**src/rtl/cordic_floatingpoint_addsub_normalize.sv**
```systemverilog
// Normalizing back end of the floating-point add/sub path: converts a signed
// mantissa sum into sign/exponent/fraction using one right shift or iterative left shifts.
module cordic_floatingpoint_addsub_normalize #(
    parameter int MANT_W = 24,
    parameter int EXP_W  = 8
) (
    input  logic                clk,
    input  logic                rst,
    input  logic                in_valid,
    output logic                in_ready,
    input  logic [MANT_W+1:0]   sum_in,
    input  logic [EXP_W-1:0]    exp_in,
    output logic                out_valid,
    input  logic                out_ready,
    output logic                sign_out,
    output logic [EXP_W-1:0]    exp_out,
    output logic [MANT_W-2:0]   frac_out,
    output logic                zero_out,
    output logic                overflow_out,
    output logic                underflow_out
);
    localparam int SW = MANT_W + 2;

    localparam logic [1:0] IDLE  = 2'd0;
    localparam logic [1:0] CHECK = 2'd1;
    localparam logic [1:0] SHIFT = 2'd2;
    localparam logic [1:0] DONE  = 2'd3;

    // Handshakes: a transfer happens on a rising edge where valid and ready are
    // both high; out_valid and all result fields hold steady until out_ready.
    logic [1:0]       state;
    logic [SW-1:0]    mag;
    logic [EXP_W-1:0] exp_reg;
    logic             sign_reg;
    logic             zero_reg;
    logic             ovf_reg;
    logic             unf_reg;

    always_ff @(posedge clk or posedge rst) begin
        if (rst) begin
            state    <= IDLE;
            mag      <= '0;
            exp_reg  <= '0;
            sign_reg <= 1'b0;
            zero_reg <= 1'b0;
            ovf_reg  <= 1'b0;
            unf_reg  <= 1'b0;
        end else begin
            case (state)
                IDLE: begin
                    if (in_valid) begin
                        sign_reg <= sum_in[SW-1];
                        mag      <= sum_in[SW-1] ? (~sum_in + SW'(1)) : sum_in;
                        exp_reg  <= exp_in;
                        zero_reg <= 1'b0;
                        ovf_reg  <= 1'b0;
                        unf_reg  <= 1'b0;
                        state    <= CHECK;
                    end
                end
                CHECK: begin
                    if (mag == '0) begin
                        zero_reg <= 1'b1;
                        sign_reg <= 1'b0;
                        exp_reg  <= '0;
                        state    <= DONE;
                    end else if (mag[MANT_W]) begin
                        // Carry out of the hidden bit; saturate to infinity when the exponent is already maximal.
                        if (&exp_reg) begin
                            ovf_reg <= 1'b1;
                            mag     <= '0;
                        end else begin
                            mag     <= mag >> 1;
                            exp_reg <= exp_reg + EXP_W'(1);
                        end
                        state <= DONE;
                    end else if (mag[MANT_W-1]) begin
                        state <= DONE;
                    end else begin
                        state <= SHIFT;
                    end
                end
                SHIFT: begin
                    if (exp_reg <= EXP_W'(1)) begin
                        unf_reg  <= 1'b1;
                        sign_reg <= 1'b0;
                        exp_reg  <= '0;
                        mag      <= '0;
                        state    <= DONE;
                    end else begin
                        mag     <= mag << 1;
                        exp_reg <= exp_reg - EXP_W'(1);
                        if (mag[MANT_W-2]) begin
                            state <= DONE;
                        end
                    end
                end
                DONE: begin
                    if (out_ready) begin
                        zero_reg <= 1'b0;
                        ovf_reg  <= 1'b0;
                        unf_reg  <= 1'b0;
                        state    <= IDLE;
                    end
                end
                default: state <= IDLE;
            endcase
        end
    end

    assign in_ready      = (state == IDLE);
    assign out_valid     = (state == DONE);
    assign sign_out      = sign_reg;
    assign exp_out       = exp_reg;
    assign frac_out      = mag[MANT_W-2:0];
    assign zero_out      = zero_reg;
    assign overflow_out  = ovf_reg;
    assign underflow_out = unf_reg;
endmodule

```
**config.mk**
```make
export PLATFORM = sky130hd
export DESIGN_NAME = cordic_floatingpoint_addsub_normalize
export DESIGN_NICKNAME = d
export VERILOG_FILES = /design/src/rtl/cordic_floatingpoint_addsub_normalize.sv
export SDC_FILE = /design/constraint.sdc
export NUM_CORES = 1
export LEC_CHECK = 0
export CORE_MARGIN = 8
export CORE_UTILIZATION = 35
export CTS_CLUSTER_DIAMETER = 150
export DETAILED_ROUTE_END_ITERATION = 6
export MAX_ROUTING_LAYER = met4
export PLACE_DENSITY = 0.65
export RECOVER_POWER = 100
export SLEW_MARGIN = 20
export SYNTH_ARGS = -nofsm -noshare
export SYNTH_HDL_FRONTEND = slang
export SYNTH_SLANG_ARGS = --single-unit
export TNS_END_PERCENT = 50
```
**constraint.sdc**
```tcl
create_clock -name clk -period 7 [get_ports clk]
set_input_delay 1.75 -clock clk [delete_from_list [all_inputs] [get_ports clk]]
set_output_delay 1.75 -clock clk [all_outputs]
set_load 0.05 [all_outputs]
```
### After elaboration in Yosys (flattened, before gate mapping)

Index checks and enable logic that the tools add are counted.

* add/subtract/negate cells: 3
* magnitude comparators: 1
* equality and inequality tests: 13
* muxes and demuxes: 35
* bitwise operators: 1
* reductions and logical operators: 14

Operator list (number)
* $mux 26: 5
* $pmux 26 s3: 1
* $mux 8: 5
* $add 26x1->26 const B: 1
* $logic_not 26->1: 1
* $not 26->26: 1
* $mux 25: 1
* $pmux 8 s3: 1
* $reduce_and 4->1: 5
* $mux 1: 13
* $ne 2x2->1 const B: 6
* $pmux 1 s3: 4
* $ne 3x3->1 const B: 3
* $reduce_bool 3->1: 3
* $add 8x1->8 const B: 1
* $le 8x1->1 const B: 1
* $mux 2: 4
* $pmux 2 s4: 1
* $reduce_and 8->1: 1
* $sub 8x1->8 const B: 1
* $reduce_and 3->1: 2
* $reduce_and 6->1: 1
* $eq 2x2->1 const B: 2
* $eq 2x1->1 const B: 1
* other kinds (2): 2

* register bits: 40
* output and inout bits: 37

### Depth between registers and ports, before layout

* word-level depth: 5
* depth in mapped cells: 10

### Worst setup path before layout

OpenSTA, ideal clock, no wires.

* kind: input-to-reg
* from: in sum_in[0]
* to: reg mag[14]
* arrival: 3.549 ns
* required time: 6.881 ns
* setup slack: 3.333 ns
* stages on the path: 9
* cell sequence: inv_1 -> ha_1 -> or3b_2 -> or3_1 -> clkbuf_1 -> o41ai_1 -> xor2_1 -> o21ai_0 -> o21a_1

* word-level cells in the longest chain between the ends: 5

RTL lines
* from (decl): RTL line 11 `input logic [MANT_W+1:0] sum_in,`
* $not 26->26: RTL line 53 `mag <= sum_in[SW-1] ? (~sum_in + SW'(1)) : sum_in;`
* $add 26x1->26: RTL line 53
* $mux 26: RTL line 53
* $mux 26: RTL line 51 `if (in_valid) begin`
* $pmux 26 s3: RTL line 49 `case (state)`
* to (signal assigned): RTL line 53
* to (signal assigned): RTL line 73 `mag <= mag >> 1;`
* to (signal assigned): RTL line 91 `mag <= mag << 1;`
* to (decl): RTL line 32 `logic [SW-1:0] mag;`

Every way passes these cells. The select of a mux whose other input is x is not followed.
A chain may end at the register's enable or synchronous reset.

### Worst setup path after layout

Same ends and word-level chain as after synthesis.

==> results list <==
- Routed wire length per instance: about 18 um
- The critical path in this run is classified as in2reg.
- The root buffer cell chosen for the clock tree is sky130_fd_sc_hd__clkbuf_8.
* Minimum period implied by the final worst setup slack: 4.14 ns
* Setup violations, final: 0
- Reg2Reg Setup Slack: a little over 4 ns
- Number of buffers inserted to repair setup after CTS: 0
- Launch point of the worst hold path: sign_out$_DFFE_PP0P_
- Crit path required time: approximately 7.2 ns
- For this run, the number of Yosys warnings is 0.
- The max-slew violation count is just over 40.
- Clock tree synthesis found a total of 40 sinks.
- The floorplan step defined a core boundary enclosing about 0.0093 mm2.
* Die footprint: between 0.01 and 0.015 mm2
* Transition time at the pin with the least slew margin: roughly 2.3 ns
- VDD sags by at most ~0.27 mV.
* Post-synth design cell area: about 0.0034 mm2
- For this run, design rule violations remaining after detail routing come to 0.
* Switching fraction of total power: between 50% and 60%
- Post-detailed-placement half-perimeter wirelength: around 7400 um
- Wires add up to ~10000 um.
- Routability-driven placement finished with a final weighted congestion of between 0.8 and 0.9.
* Total leakage power: ~0.0016 uW
* Accumulated negative setup slack: 0 ns
- Synthesis produced 422 cells.
- In the synthesized netlist, mux cells make up approximately 2.2% of the area.
- Normalized max-slew margin: -52.6%
- Along the worst path, the maximum fanout reaches 6.
* Worst skew pair latency: approximately 0.30 ns
* Final total power: 2190 uW
- Final worst-path setup slack: around 2.9 ns
- Total number of H-tree levels: 2
- Proportion of power drawn by flip-flops and latches: a little under a quarter
* Die extent in x: 114 um
- The initial antenna violation count is 0.
* Global-route wire length before repair: around 17000 um
* Worst-case reg-to-reg path depth: 6
- Synth cell types: 57
- In this run the power spent charging and discharging nets is between 1000 and 1500 uW.
- Global routing finished with a remaining overflow of 0.
- FF+latch count, synth: 40
* RSZ-0062 raised after global routing: no
* Data arrival time of the worst path: 4.34 ns
- Async set-reset flop share out of synthesis: 100%
- The synthesized design contains 0 enable-type register cells.
- Layout cells sized above 1: under 10%
* Area of all placed cells without fillers: between 0.004 and 0.005 mm2
- Number of buffers added by the clock tree synthesis step: 5
- Port buffering added 74 buffers.
- For this run, the detailed router's first-pass iteration total came to 4.
* RR Endpoint: exp_out[4]$_DFFE_PP0P_
- The worst setup path is launched from a primary input.
- Number of nets with antenna violations after routing: 0
* Post-CTS resize count: 0
- Among all flip-flop cells after synthesis, the most frequent one is sky130_fd_sc_hd__dfrtp_1.
* Vias in the first global route: about 3300
* Main combinational cell family by area after synthesis: compound AO/OA/AOI/OAI gates
* # nets final: ~500
- Final cycle utilization of the critical path: about 60%
* Longest Clk Path Bufs: 2
- Dividing the detail-routed via count by the number of cells gives roughly 5.8.
- A synthesized cell averages about 7.9 um2.
- Derived from the worst setup path, the maximum achievable clock frequency is 0.242 GHz.
- Number of diodes: 0
- Violations in the final reports: capacitance limit, slew limit
- Worst slack at placement: approximately 2.7 ns
- Number of cell rows: 35
* CTS tree: yes
* Worst hold path cell count: 2
- Series of cell instances along the critical path: dlygate4sd3_1, inv_1, ha_1, or3b_2, or3_1, o41ai_1, xor2_1, o21ai_0, o21a_1
* Reg2reg start: mag[4]$_DFFE_PP0P_
- Stage delay of the slowest cell on the critical path: roughly 0.60 ns
- Share of the synthesized netlist area taken by xor and xnor gates: 4.44%
- Clock-pin slew on the worst setup and hold paths: roughly 0.090 ns
- Synthesis produced a netlist with a net count of roughly 470.
* Pin count of the biggest net entering global routing: 47
- Measured along the y axis, the die boundary spans ~110 um.
- Filler cell count: 952
* Sequential share of the synthesized area: between 20 and 30%
- Type of element capturing the critical path: register
- Internal power comes to between 900 and 1000 uW.
* CTS Hold Buffers Added: 0
* Clock network fraction of total power: 8.9%
- Number of primary I/O pins: 75
- Relative to the synthesized area, the layout overhead comes to 22.0%.
* Via count: 3410
- Between clock sinks in the finished design, the worst skew comes to 0.0125 ns.
* GRT Util Overall: roughly 16%
- Worst hold path endpoint: sign_out$_DFFE_PP0P_
- After Yosys synthesis, full adders, half adders and majority gates account for ~3.0% of the synthesized area.
* Initial standard-cell utilization of the core: between 30% and 40%
* Compound-cell area share of the yosys netlist: a little under a third
* Kind of path behind the tightest hold check: reg2reg
* DP Area: 0.00399 mm2
* Number of endpoints with negative hold slack in the final report: 0
- Power per cell area: ~540 mW/mm2
- Combinational logic is responsible for about two thirds of the overall power.
- The flow ran to the end, but the final reports show violations.
* Max cap viols: 1
* Number of design-rule violations left by the first detailed-router iteration: between 200 and 300
- Post-Synth Simple-Gate Area: roughly a fifth
* Highest-delay cell along the critical path: sky130_fd_sc_hd__dlygate4sd3_1
[synthesized netlist by cell type (3+ instances only)]
master                       n  area (um2)
sky130_fd_sc_hd__buf_4      23         173
sky130_fd_sc_hd__a221oi_1   18         158
sky130_fd_sc_hd__o2bb2ai_1   3        26.3
sky130_fd_sc_hd__clkbuf_1   22        82.6
sky130_fd_sc_hd__inv_1      12        45.0
sky130_fd_sc_hd__buf_6       3        33.8
sky130_fd_sc_hd__mux2i_1     4        40.0
sky130_fd_sc_hd__nor4_1      9        56.3
sky130_fd_sc_hd__nor2b_1     5        31.3
sky130_fd_sc_hd__nor3_1      9        45.0
sky130_fd_sc_hd__a21oi_1    30         150
sky130_fd_sc_hd__nor2_1     38         143
sky130_fd_sc_hd__nand3b_1    4        30.0
sky130_fd_sc_hd__dfrtp_1    40        1000
sky130_fd_sc_hd__xnor2_1     4        35.0
sky130_fd_sc_hd__or2_2       4        25.0
sky130_fd_sc_hd__o31ai_1    10        75.1
sky130_fd_sc_hd__mux2_2      3        33.8
sky130_fd_sc_hd__xor2_1     13         114
sky130_fd_sc_hd__or3_1       7        43.8
sky130_fd_sc_hd__o21a_1      9        67.6
sky130_fd_sc_hd__nand3_1    10        50.1
sky130_fd_sc_hd__ha_1        8         100
sky130_fd_sc_hd__o21ai_1     5        25.0
sky130_fd_sc_hd__nand2_1    29         109
sky130_fd_sc_hd__o21ai_0    49         245
sky130_fd_sc_hd__or4_1       3        22.5
sky130_fd_sc_hd__a31oi_1     5        31.3
[cells in the final DEF, fill, tap and decap left out, types with 5 or more instances in the layout]
| master | Yosys | final |
|---|---|---|
| sky130_fd_sc_hd__o21ai_0 | 49 | 53 |
| sky130_fd_sc_hd__dlygate4sd3_1 | 0 | 41 |
| sky130_fd_sc_hd__dfrtp_1 | 40 | 40 |
| sky130_fd_sc_hd__nor2_1 | 38 | 38 |
| sky130_fd_sc_hd__clkdlybuf4s50_1 | 0 | 33 |
| sky130_fd_sc_hd__a21oi_1 | 30 | 30 |
| sky130_fd_sc_hd__nand2_1 | 29 | 29 |
| sky130_fd_sc_hd__a221oi_1 | 18 | 18 |
| sky130_fd_sc_hd__xor2_1 | 13 | 13 |
| sky130_fd_sc_hd__inv_1 | 12 | 12 |
| sky130_fd_sc_hd__nand3_1 | 10 | 10 |
| sky130_fd_sc_hd__o31ai_1 | 10 | 10 |
| sky130_fd_sc_hd__nor4_1 | 9 | 9 |
| sky130_fd_sc_hd__o21a_1 | 9 | 9 |
| sky130_fd_sc_hd__nor3_1 | 9 | 8 |
| sky130_fd_sc_hd__ha_1 | 8 | 8 |
| sky130_fd_sc_hd__or3_1 | 7 | 7 |
| sky130_fd_sc_hd__nor2b_1 | 5 | 5 |
| sky130_fd_sc_hd__a31oi_1 | 5 | 5 |
| sky130_fd_sc_hd__clkbuf_8 | 0 | 5 |
[area by class of cell]
type	instances	area [um2]	share of cell area, %
inverter	12	45.0	1.10
clock inverter	2	35.0	0.856
clock buffer	6	72.6	1.77
multi-input combinational	318	2010	49.0
timing repair buffer	79	771	18.8
tap	129	161	3.94
sequential	40	1000	24.5
[logic make-up after synthesis]
group,count (synthesis)
AOI/OAI and AO/OA,154
and+or+nand+nor,132
buffers and inverters,64
DFF,40
xor gates and xnor gates,17
adders and majority gates,8
muxes,7
[metal layers]
metal | wire length (um) | part of all wire, % | vias up | GRT usage, %
li1 | - | - | 1616 | -
met1 | 4780 | 46 | 1647 | 21.0
met2 | 4930 | 47 | 132 | 25.8
met3 | 593 | 5.7 | 15 | 2.80
met4 | 125 | 1.2 | 0 | 4.17
met5 | 0 | 0 | - | -
[power by group through the flow]
stage | logic, uW | clock network (uW) | registers (uW)
floorplan | 1140 | 0 | 538
global placement | 1500 | 0 | 523
detailed placement | 1520 | 0 | 524
CTS | 1530 | 199 | 521
global route | 1620 | 208 | 541
finish | 1480 | 195 | 521
[how the worst max path moves through the flow]
stage / from / to / slack, ns / cells past startpoint
finish: sum_in[0] / mag[14]$_DFFE_PP0P_ / 2.86 / 9
detailed placement: sum_in[0] / mag[14]$_DFFE_PP0P_ / 2.67 / 9
CTS: sum_in[0] / mag[14]$_DFFE_PP0P_ / 2.99 / 9
floorplan: sum_in[0] / mag[14]$_DFFE_PP0P_ / 3.33 / 9
global route: rst / mag[22]$_DFFE_PP0P_ / 2.39 / 3
global placement: sum_in[0] / mag[14]$_DFFE_PP0P_ / 2.75 / 9
[state kept, by name (all words and copies together) (netlist names)]
signal,count
mag,26
sign_out,1
exp_out,8
zero_out,1
state,2
overflow_out,1
underflow_out,1
[worst max-delay path, delay by kind of cell]
family / cells / cell delay (ns)
AND/OR/NAND/NOR: 2 / 0.97
AO/OA/AOI/OAI: 3 / 0.61
adder cells (fa/ha/maj): 1 / 0.16
buffers and inverters: 2 / 0.68
XOR/XNOR: 1 / 0.17
[per-stage QoR]
step           std cells  utilization (%)  hold slack (ns)
2_1_floorplan        422                -            0.514
3_3_place_gp         578             43.0            0.470
3_5_place_dp         578             43.0            0.497
4_1_cts              586             44.2            0.518
5_1_grt              586             44.1            0.544
6_report             586             44.1            0.500
Note: power is estimated with default switching activity, not from simulation.
